[src/rtl/ntt_ctrl_if.sv]
// Handshake and memory/butterfly bus of the NTT sequencer.
// master = controller side, slave = memories, twiddle ROM and butterfly unit.
interface ntt_ctrl_if #(
    parameter int bit_len = 23,
    parameter int LOGN    = 8
);
    logic                      start;
    logic                      busy;
    logic                      done;
    logic                      err;
    logic [LOGN-1:0]           rd_addr_a;
    logic [LOGN-1:0]           rd_addr_b;
    logic signed [bit_len-1:0] rd_data_a;
    logic signed [bit_len-1:0] rd_data_b;
    logic [LOGN-1:0]           zeta_addr;
    logic signed [bit_len-1:0] zeta_data;
    logic                      we;
    logic [LOGN-1:0]           wr_addr_a;
    logic [LOGN-1:0]           wr_addr_b;
    logic signed [bit_len-1:0] wr_data_a;
    logic signed [bit_len-1:0] wr_data_b;
    logic                      bt_rst_n;
    logic                      bt_en;
    logic signed [bit_len-1:0] bt_a;
    logic signed [bit_len-1:0] bt_b;
    logic signed [bit_len-1:0] bt_zeta;
    logic signed [bit_len-1:0] bt_a_res;
    logic signed [bit_len-1:0] bt_b_res;
    logic                      bt_valid;

    modport master (
        input  start, rd_data_a, rd_data_b, zeta_data, bt_a_res, bt_b_res, bt_valid,
        output busy, done, err, rd_addr_a, rd_addr_b, zeta_addr, we,
               wr_addr_a, wr_addr_b, wr_data_a, wr_data_b,
               bt_rst_n, bt_en, bt_a, bt_b, bt_zeta
    );

    modport slave (
        output start, rd_data_a, rd_data_b, zeta_data, bt_a_res, bt_b_res, bt_valid,
        input  busy, done, err, rd_addr_a, rd_addr_b, zeta_addr, we,
               wr_addr_a, wr_addr_b, wr_data_a, wr_data_b,
               bt_rst_n, bt_en, bt_a, bt_b, bt_zeta
    );
endinterface

[src/rtl/ntt_ctrl.sv]
// Forward-NTT sequencer: walks layers/groups/pairs, feeds an external butterfly, writes results back.
// Optional RUN watchdog with abort flag: define NTT_CTRL_TIMEOUT_EN.
module ntt_ctrl #(
    parameter int bit_len = 23,
    parameter int N       = 256,
    parameter int LOGN    = 8
) (
    input  logic       clk,
    input  logic       reset,
    ntt_ctrl_if.master bus
);
    localparam logic [2:0] S_IDLE = 3'd0;
    localparam logic [2:0] S_RD   = 3'd1;
    localparam logic [2:0] S_LAT  = 3'd2;
    localparam logic [2:0] S_CLR  = 3'd3;
    localparam logic [2:0] S_RUN  = 3'd4;
    localparam logic [2:0] S_WR   = 3'd5;
    localparam logic [2:0] S_DONE = 3'd6;

    localparam logic [LOGN:0]   C_N    = (LOGN+1)'(N);
    localparam logic [LOGN-1:0] C_HALF = LOGN'(N/2);

    logic [2:0]                r_state;
    logic [LOGN-1:0]           r_len;
    logic [LOGN-1:0]           r_grp;
    logic [LOGN-1:0]           r_j;
    logic [LOGN-1:0]           r_k;
    logic signed [bit_len-1:0] r_bt_a;
    logic signed [bit_len-1:0] r_bt_b;
    logic signed [bit_len-1:0] r_bt_zeta;
`ifdef NTT_CTRL_TIMEOUT_EN
    logic [3:0]                r_wdog;
    logic                      r_err;
`endif

    logic [LOGN:0]   w_j_inc;
    logic [LOGN:0]   w_grp_next;
    logic [LOGN-1:0] w_len_half;
    logic [LOGN-1:0] w_addr_a;
    logic [LOGN-1:0] w_addr_b;
    logic            w_j_last;
    logic            w_grp_end;
    logic            w_finish;
    logic            w_active;
    logic            w_wr;

    // Index arithmetic one bit wider so grp+2*len can reach N without wrapping.
    assign w_j_inc    = {1'b0, r_j} + (LOGN+1)'(1);
    assign w_j_last   = (w_j_inc == {1'b0, r_len});
    assign w_grp_next = {1'b0, r_grp} + {r_len, 1'b0};
    assign w_grp_end  = w_j_last && (w_grp_next == C_N);
    assign w_len_half = r_len >> 1;
    assign w_finish   = w_grp_end && (w_len_half == '0);
    assign w_addr_a   = r_grp + r_j;
    assign w_addr_b   = w_addr_a + r_len;

    always_ff @(posedge clk or negedge reset) begin
        if (!reset) begin
            r_state   <= S_IDLE;
            r_len     <= '0;
            r_grp     <= '0;
            r_j       <= '0;
            r_k       <= '0;
            r_bt_a    <= '0;
            r_bt_b    <= '0;
            r_bt_zeta <= '0;
`ifdef NTT_CTRL_TIMEOUT_EN
            r_wdog    <= '0;
            r_err     <= 1'b0;
`endif
        end else begin
            case (r_state)
                S_IDLE: begin
                    if (bus.start) begin
                        r_state <= S_RD;
                        r_len   <= C_HALF;
                        r_grp   <= '0;
                        r_j     <= '0;
                        r_k     <= LOGN'(1);
`ifdef NTT_CTRL_TIMEOUT_EN
                        r_err   <= 1'b0;
`endif
                    end
                end
                S_RD: r_state <= S_LAT;
                S_LAT: begin
                    r_bt_a    <= bus.rd_data_a;
                    r_bt_b    <= bus.rd_data_b;
                    r_bt_zeta <= bus.zeta_data;
                    r_state   <= S_CLR;
                end
                S_CLR: begin
`ifdef NTT_CTRL_TIMEOUT_EN
                    r_wdog  <= '0;
`endif
                    r_state <= S_RUN;
                end
                S_RUN: begin
                    if (bus.bt_valid) begin
                        r_state <= S_WR;
                    end
`ifdef NTT_CTRL_TIMEOUT_EN
                    else if (r_wdog == 4'hF) begin
                        r_err   <= 1'b1;
                        r_state <= S_DONE;
                    end else begin
                        r_wdog  <= r_wdog + 4'd1;
                    end
`endif
                end
                S_WR: begin
                    if (!w_j_last) begin
                        r_j <= w_j_inc[LOGN-1:0];
                    end else begin
                        r_j <= '0;
                        if (!w_grp_end) begin
                            r_grp <= w_grp_next[LOGN-1:0];
                        end else begin
                            r_grp <= '0;
                            r_len <= w_len_half;
                        end
                        // Last group of the last layer leaves k at N-1.
                        if (!w_finish) begin
                            r_k <= r_k + LOGN'(1);
                        end
                    end
                    r_state <= w_finish ? S_DONE : S_RD;
                end
                S_DONE: r_state <= S_IDLE;
                default: r_state <= S_IDLE;
            endcase
        end
    end

    assign w_active = (r_state == S_RD) || (r_state == S_LAT) || (r_state == S_CLR) ||
                      (r_state == S_RUN) || (r_state == S_WR);
    assign w_wr     = (r_state == S_WR);

    assign bus.busy      = (r_state != S_IDLE);
    assign bus.done      = (r_state == S_DONE);
    assign bus.rd_addr_a = w_active ? w_addr_a : '0;
    assign bus.rd_addr_b = w_active ? w_addr_b : '0;
    assign bus.zeta_addr = w_active ? r_k : '0;
    assign bus.we        = w_wr;
    assign bus.wr_addr_a = w_wr ? w_addr_a : '0;
    assign bus.wr_addr_b = w_wr ? w_addr_b : '0;
    assign bus.wr_data_a = w_wr ? bus.bt_a_res : '0;
    assign bus.wr_data_b = w_wr ? bus.bt_b_res : '0;
    assign bus.bt_rst_n  = reset & (r_state != S_CLR);
    assign bus.bt_en     = (r_state == S_RUN);
    assign bus.bt_a      = r_bt_a;
    assign bus.bt_b      = r_bt_b;
    assign bus.bt_zeta   = r_bt_zeta;
`ifdef NTT_CTRL_TIMEOUT_EN
    assign bus.err       = r_err;
`else
    assign bus.err       = 1'b0;
`endif
endmodule
[src/flat_wrapper.sv]
// flat-port wrapper written by rule: the top's interface ports become plain ports
module ntt_ctrl_flat 
#(
    parameter int bit_len = 23,
    parameter int N       = 256,
    parameter int LOGN    = 8
)
  (clk, reset, bus_start, bus_rd_data_a, bus_rd_data_b, bus_zeta_data, bus_bt_a_res, bus_bt_b_res, bus_bt_valid, bus_busy, bus_done, bus_err, bus_rd_addr_a, bus_rd_addr_b, bus_zeta_addr, bus_we, bus_wr_addr_a, bus_wr_addr_b, bus_wr_data_a, bus_wr_data_b, bus_bt_rst_n, bus_bt_en, bus_bt_a, bus_bt_b, bus_bt_zeta);
  ntt_ctrl_if #(.bit_len(bit_len), .LOGN(LOGN)) bus_i ();
  input  logic clk;
  input  logic reset;
  input wire logic [$bits(bus_i.start)-1:0] bus_start;
  input wire logic [$bits(bus_i.rd_data_a)-1:0] bus_rd_data_a;
  input wire logic [$bits(bus_i.rd_data_b)-1:0] bus_rd_data_b;
  input wire logic [$bits(bus_i.zeta_data)-1:0] bus_zeta_data;
  input wire logic [$bits(bus_i.bt_a_res)-1:0] bus_bt_a_res;
  input wire logic [$bits(bus_i.bt_b_res)-1:0] bus_bt_b_res;
  input wire logic [$bits(bus_i.bt_valid)-1:0] bus_bt_valid;
  output wire logic [$bits(bus_i.busy)-1:0] bus_busy;
  output wire logic [$bits(bus_i.done)-1:0] bus_done;
  output wire logic [$bits(bus_i.err)-1:0] bus_err;
  output wire logic [$bits(bus_i.rd_addr_a)-1:0] bus_rd_addr_a;
  output wire logic [$bits(bus_i.rd_addr_b)-1:0] bus_rd_addr_b;
  output wire logic [$bits(bus_i.zeta_addr)-1:0] bus_zeta_addr;
  output wire logic [$bits(bus_i.we)-1:0] bus_we;
  output wire logic [$bits(bus_i.wr_addr_a)-1:0] bus_wr_addr_a;
  output wire logic [$bits(bus_i.wr_addr_b)-1:0] bus_wr_addr_b;
  output wire logic [$bits(bus_i.wr_data_a)-1:0] bus_wr_data_a;
  output wire logic [$bits(bus_i.wr_data_b)-1:0] bus_wr_data_b;
  output wire logic [$bits(bus_i.bt_rst_n)-1:0] bus_bt_rst_n;
  output wire logic [$bits(bus_i.bt_en)-1:0] bus_bt_en;
  output wire logic [$bits(bus_i.bt_a)-1:0] bus_bt_a;
  output wire logic [$bits(bus_i.bt_b)-1:0] bus_bt_b;
  output wire logic [$bits(bus_i.bt_zeta)-1:0] bus_bt_zeta;
  assign bus_i.start = bus_start;
  assign bus_i.rd_data_a = bus_rd_data_a;
  assign bus_i.rd_data_b = bus_rd_data_b;
  assign bus_i.zeta_data = bus_zeta_data;
  assign bus_i.bt_a_res = bus_bt_a_res;
  assign bus_i.bt_b_res = bus_bt_b_res;
  assign bus_i.bt_valid = bus_bt_valid;
  assign bus_busy = bus_i.busy;
  assign bus_done = bus_i.done;
  assign bus_err = bus_i.err;
  assign bus_rd_addr_a = bus_i.rd_addr_a;
  assign bus_rd_addr_b = bus_i.rd_addr_b;
  assign bus_zeta_addr = bus_i.zeta_addr;
  assign bus_we = bus_i.we;
  assign bus_wr_addr_a = bus_i.wr_addr_a;
  assign bus_wr_addr_b = bus_i.wr_addr_b;
  assign bus_wr_data_a = bus_i.wr_data_a;
  assign bus_wr_data_b = bus_i.wr_data_b;
  assign bus_bt_rst_n = bus_i.bt_rst_n;
  assign bus_bt_en = bus_i.bt_en;
  assign bus_bt_a = bus_i.bt_a;
  assign bus_bt_b = bus_i.bt_b;
  assign bus_bt_zeta = bus_i.bt_zeta;
  ntt_ctrl #(.bit_len(bit_len), .N(N), .LOGN(LOGN)) u_core (.clk(clk), .reset(reset), .bus(bus_i));
endmodule
[config.mk]
export PLATFORM = sky130hd
export DESIGN_NAME = ntt_ctrl_flat
export DESIGN_NICKNAME = d
export VERILOG_FILES = /design/src/rtl/ntt_ctrl_if.sv /design/src/rtl/ntt_ctrl.sv /design/src/flat_wrapper.sv
export SDC_FILE = /design/constraint.sdc
export NUM_CORES = 1
export LEC_CHECK = 0
export CORE_MARGIN = 1
export CORE_UTILIZATION = 43
export DETAILED_ROUTE_END_ITERATION = 8
export PLACE_DENSITY_LB_ADDON = 0.25
export SLEW_MARGIN = 15
export SYNTH_ARGS = -nofsm -noshare
export SYNTH_HDL_FRONTEND = slang
export SYNTH_SLANG_ARGS = --single-unit
[constraint.sdc]
create_clock -name clk -period 5.3 [get_ports clk]
set_clock_uncertainty 0.2 [all_clocks]
set_input_delay 1.06 -clock clk [delete_from_list [all_inputs] [get_ports clk]]
set_output_delay 1.06 -clock clk [all_outputs]
set_load 0.05 [all_outputs]
# ---- After elaboration in Yosys (flattened, before gate mapping)
# Cells that the tools add are included.
# Widths: inputs -> output; s select.
dict set report totals {
  elab_cells 68
  inputBits 119
  ff_bits 104
  out_inout_bits 161
}
dict set report op_classes {
  n_addsub 5
  n_mux 25
  bitwise 1
  eq_ne 14
  reduce_logical 15
}
# cell n
set ops {}
lappend ops {{$mux 8} 15}
lappend ops {{$pmux 8 s2} 4}
lappend ops {{$mux 23} 2}
lappend ops {{$pmux 3 s6} 1}
lappend ops {{$add 8x8->8} 2}
lappend ops {{$add 8x1->9 const B} 1}
lappend ops {{$add 8x9->9} 1}
lappend ops {{$eq 3x3->1 const B} 3}
lappend ops {{$eq 9x8->1} 1}
lappend ops {{$eq 9x9->1 const B} 1}
lappend ops {{$mux 3} 3}
lappend ops {{$add 8x1->8 const B} 1}
lappend ops {{$logic_not 8->1} 1}
lappend ops {{$reduce_and 4->1} 2}
lappend ops {{$eq 3x2->1 const B} 2}
lappend ops {{$ne 2x2->1 const B} 3}
lappend ops {{$logic_or 1x1->1} 4}
lappend ops {{$ne 2x1->1 const B} 2}
lappend ops {{$reduce_and 2->1} 2}
lappend ops {{$eq 3x1->1 const B} 1}
lappend ops {{$logic_not 3->1} 1}
lappend ops {{$ne 3x2->1 const B} 1}
lappend ops {{$reduce_and 3->1} 1}
lappend ops {{$reduce_bool 3->1} 1}
lappend ops {{other kinds (3)} 4}

# ---- Depth between registers and ports, before layout
# Gate-level depths: netlist of run 1.
dict set report logic_depth {
  ltp_word 7
  ltp_mapped 16
  ltp_nobuf 16
}

# ---- Worst setup path before layout of run 1
# No wires, ideal clock.
dict set report synth_path {
  path_kind {register -> output}
  startpoint {reg u_core.r_j[2]}
  endpoint {out bus_rd_addr_b[7]}
  stages_incl_launch_ff 14
  arrival_ns 3.259
  path_slack_ns 0.781
  required_ns 4.040
  path_buffers 0
  cell_sequence {dfrtp_1 -> ha_1 -> nor2b_1 -> o21ai_0 -> nand2b_1 -> a21o_1 -> a21oi_1 -> xor2_1 -> inv_1 -> ha_1 -> o41ai_1 -> xnor2_1 -> xnor2_1 -> nor2_1}
}
dict set report synth_between {
  elab_chain_len 3
}
# element line_no
set synth_lines {}
lappend synth_lines {{start, declared} ntt_ctrl.sv:26} ;# logic [LOGN-1:0] r_j;
lappend synth_lines {{start signal, assigned} ntt_ctrl.sv:113} ;# r_j <= w_j_inc[LOGN-1:0];
lappend synth_lines {{$add 8x8->8} ntt_ctrl.sv:54} ;# assign w_addr_a = r_grp + r_j;
lappend synth_lines {{$add 8x8->8} ntt_ctrl.sv:55} ;# assign w_addr_b = w_addr_a + r_len;
lappend synth_lines {{$mux 8} ntt_ctrl.sv:142} ;# assign bus.rd_addr_b = w_active ? w_addr_b : '0;
lappend synth_lines {{end, declared} flat_wrapper.sv:23} ;# output wire logic [$bits(bus_i.rd_addr_b)-1:0] bus_rd_addr_b;
# No other way between the ends.

# ---- Final worst setup path of run 1
dict set report layout_path {
  startpoint {reg u_core.r_j[1]}
  endpoint {out bus_wr_addr_b[6]}
}
dict set report layout_between {
  elab_chain_len 3
}
# element line_no
set layout_lines {}
lappend layout_lines {{$add 8x8->8} ntt_ctrl.sv:54}
lappend layout_lines {{$add 8x8->8} ntt_ctrl.sv:55}
lappend layout_lines {{$mux 8} ntt_ctrl.sv:146} ;# assign bus.wr_addr_b = w_wr ? w_addr_b : '0;
lappend layout_lines {{end, declared} flat_wrapper.sv:27} ;# output wire logic [$bits(bus_i.wr_addr_b)-1:0] bus_wr_addr_b;
# No other way between the ends.

==> results of run 1 <==
[worst max-delay path, stage by stage (launching register included)]
cell	delay, ns
sky130_fd_sc_hd__dfrtp_1	0.45
sky130_fd_sc_hd__inv_1	0.11
sky130_fd_sc_hd__fa_1	0.47
sky130_fd_sc_hd__xor2_1	0.25
sky130_fd_sc_hd__inv_1	0.08
sky130_fd_sc_hd__ha_1	0.32
sky130_fd_sc_hd__nor2b_1	0.14
sky130_fd_sc_hd__o21a_1	0.18
sky130_fd_sc_hd__o21ai_0	0.17
sky130_fd_sc_hd__nand2b_1	0.08
sky130_fd_sc_hd__a21oi_1	0.17
sky130_fd_sc_hd__xor2_1	0.10
sky130_fd_sc_hd__nor2_1	0.10
sky130_fd_sc_hd__clkdlybuf4s50_1	0.80
[worst max path at each step]
stage | slack [ns] | depth (start not counted) | endpoint
after floorplan | 0.78 | 13 | bus_rd_addr_b[7]
final | 0.26 | 13 | bus_wr_addr_b[6]
after detailed placement | 0.24 | 14 | bus_wr_addr_b[7]
after global routing | 0.009 | 13 | bus_wr_addr_b[6]
after CTS | 0.14 | 14 | bus_wr_addr_b[7]
after global placement | 0.39 | 14 | bus_rd_addr_b[7]
[report_power, final]
| part | switching, mW | internal, mW | leakage [nW] | total, mW |
|---|---|---|---|---|
| logic | 2.07 | 1.18 | 2.50 | 3.25 |
| clock network | 0.315 | 0.420 | 0.158 | 0.735 |
| registers | 0.254 | 1.10 | 1.26 | 1.35 |
[synthesized netlist by cell type (12+ instances only)]
| cell | instances | share of area |
|---|---|---|
| sky130_fd_sc_hd__dfrtp_1 | 103 | 0.45 |
| sky130_fd_sc_hd__mux2_2 | 69 | 0.13 |
| sky130_fd_sc_hd__nor2_1 | 57 | 0.037 |
| sky130_fd_sc_hd__and3_1 | 52 | 0.056 |
| sky130_fd_sc_hd__clkbuf_1 | 27 | 0.018 |
| sky130_fd_sc_hd__inv_1 | 26 | 0.017 |
| sky130_fd_sc_hd__ha_1 | 23 | 0.050 |
| sky130_fd_sc_hd__nand2_1 | 23 | 0.015 |
| sky130_fd_sc_hd__o21ai_0 | 23 | 0.020 |
| sky130_fd_sc_hd__a21oi_1 | 18 | 0.016 |
| sky130_fd_sc_hd__nand3_1 | 17 | 0.015 |
| sky130_fd_sc_hd__xnor2_1 | 12 | 0.018 |
| sky130_fd_sc_hd__xor2_1 | 12 | 0.018 |
[flip-flops by register name, summed over array words and instances (netlist names)]
name,flops
u_core.bus.bt_a,23
u_core.bus.bt_b,23
u_core.bus.bt_zeta,23
u_core.r_grp,7
u_core.r_j,8
u_core.r_k,8
u_core.r_len,8
u_core.r_state,3
[repair_timing]
| item | 4_1_cts | 5_1_grt |
|---|---|---|
| resized for setup | 2 | 5 |
| setup endpoints to repair | 2 | 3 |
| endpoints found under the hold margin | 0 | 0 |
| pin swaps | 0 | 0 |
[cell families (layout without fill, tap and decap cells)]
family,Yosys count,after routing
and+or+nand+nor,192,192
AOI/OAI and AO/OA,86,86
xor gates and xnor gates,26,26
muxes,72,72
buffers and inverters,59,325
adders and majority gates,26,26
DFF,103,103
other,2,2
[per-layer routing]
metal  wire length [um]  GRT usage  up-vias
met1               7344     0.3252     2562
met3               1695     0.1042       26
met4                280    0.07532        0
li1                   -          -     2509
met2               8321     0.4092      203
met5                  0          0        -
[placed cells by master, fill, tap and decap left out, drive strengths merged, types with 7 or more instances in the layout]
cell,instances
xor2,12
clkdlybuf4s50,274
inv,27
mux2,69
nor2b,7
dfrtp,103
and3,52
nand2b,7
o21ai,30
nand2,23
a21oi,18
nand3,18
xnor2,12
nand4,8
clkbuf,11
ha,23
nor2,57
[layout make-up]
cell class,instances,area (um2)
timing repair buffer,283,2810
sequential,103,2579
tap,176,220.2
clock buffer,9,225.2
inverter,26,97.59
clock inverter,7,105.1
multi-input combinational,404,2982
fill,1013,4172
==> results.ini, run 1 <==
[outcome]
status = finished clean

[floorplanning]
start_util = 0.4389
floorplan_core_area_um2 = 13190
design.die.area_um2 = 13930
io-pin-count = 280
std_cell_rows = 42
die_height_um = 118.0
die_w_um = 118.0

[timing]
tightest_slew_margin_relative_to_the_limit = 0.4100
fmaxAchievable_ghz = 0.1983
setup_violations = 0
worst-slew-pin-transition_ns = 0.8850
fin_ws_ns = 0.2573
final_max_slew_viol_count = 0
fin_tns_setup_ns = 0
fin_worst_hold_slack_ns = 0.3085
finalHoldViolations = 0
grt_setup_unrepaired = false
fin_crit_sh = 0.9515
minimum_clock_period_ns = 5.043

[routing]
routed_wirelength_um = 17640
drc_errors = 0
drt-vias-per-instance = 5.258
detailroute.via_count = 5300
antenna_violating_nets_post_route = 0
post_drt_wl_per_cell_um = 17.50
drt_iter0_markers = 314
drt-pass1-iter-count = 4

[logic_synthesis]
synth_top_family_by_area = simple AND/OR/NAND/NOR gates
muxShareOfSynthArea = 0.1394
syn_avg_cell_area_um2 = 10.23
synth_cell_types = 52
synth_compound_area_frac = 0.09661
synthesis.area_um2 = 5789
synthAdderAreaFrac = 0.06008
synth-warning-count = 0
async_reset_ff_frac = 1.000
post_synth_inst_count = 566
synth-main-ff-cell = sky130_fd_sc_hd__dfrtp_1
ys_ff_latch = 103
synth_nets = 711
count_of_flip_flops_with_a_built_in_enable_after_synthesis = 0
post_synth_and_or_nand_nor_area_fraction = 0.1722
share_of_synthesized_area_occupied_by_flip_flops_and_latches = 0.4452
synth_area_in_xor_xnor = 0.04409

[clock_tree]
max-clock-path-buffers = 2
htreeDepth = 3
cts_tree = built
clk_root_buffer_cell = sky130_fd_sc_hd__clkbuf_16
cts.reportedPaths.clkPinSlew_ns = 0.07
clock_sinks = 103
post_cts_hold_buffer_count = 0
cts_inserted_buffers = 9
post-cts-setup-buffers = 0
clk-insertion-delay-late_ns = 0.36

[min_path]
hold_start = u_core.bus.bt_a[6]$_DFFE_PN0P_
hold_depth = 1
hp-class = reg2reg
min_delay_worst_endpoint = u_core.bus.bt_a[6]$_DFFE_PN0P_

[global_route]
global_route.overflow_total = 0
first_global_vias = 5455
grt_start_max_net_pins = 71
initial_antenna_violation_count = 0
grt_usage = 0.2589
grt_pass1_wl_um = 28390

[critical_path]
largest_fanout_of_any_net_on_the_critical_path = 5
critical_path_arrival_ns = 3.78
setup.worst_path.start_class = register
setup.worst_path.end_class = output port
reg2reg_setup_slack_ns = 1.79
type_of_the_setup_path_with_the_least_slack = reg2out
rr_worst_depth = 9
cp-startpoint = u_core.r_j[1]$_DFFE_PN0P_
required_ns = 4.04
critical_path.reg2reg.endpoint = u_core.r_len[4]$_DFFE_PN0P_
reg2reg_from = u_core.r_grp[1]$_DFFE_PN0P_

[cells_and_area]
drive_above_1_share = 0.1262
syn_to_final_growth_pct = 55.78
finish.cell_count_without_fillers = 1008
diodes = 0
final_core_utilization = 0.6837
finalNetCount = 972
stdcell_area_um2 = 9019

[pwr]
pwr_density_cell_nw_per_um2 = 591.5
leakage_nw = 3.923
power.total_mw = 5.335
vdd_drop_max_v = 0.0004800

[place]
detailedPlacementHpwl_um = 13420
place_worst_setup_slack_ns = 0.2402
place_area_um2 = 8695
routabilityCongestion = 0.9153
numPortBuffers = 278
post-place-cells = 992

[job]
maxCapViolations = 0

Note: power is estimated with default switching activity, not from simulation.
==> run 2: changes to the inputs <==
- CTS_CLUSTER_SIZE: not set -> 28
==> results of run 2 <==
No change in the layout: final DEF, timing and power equal those of run 1.
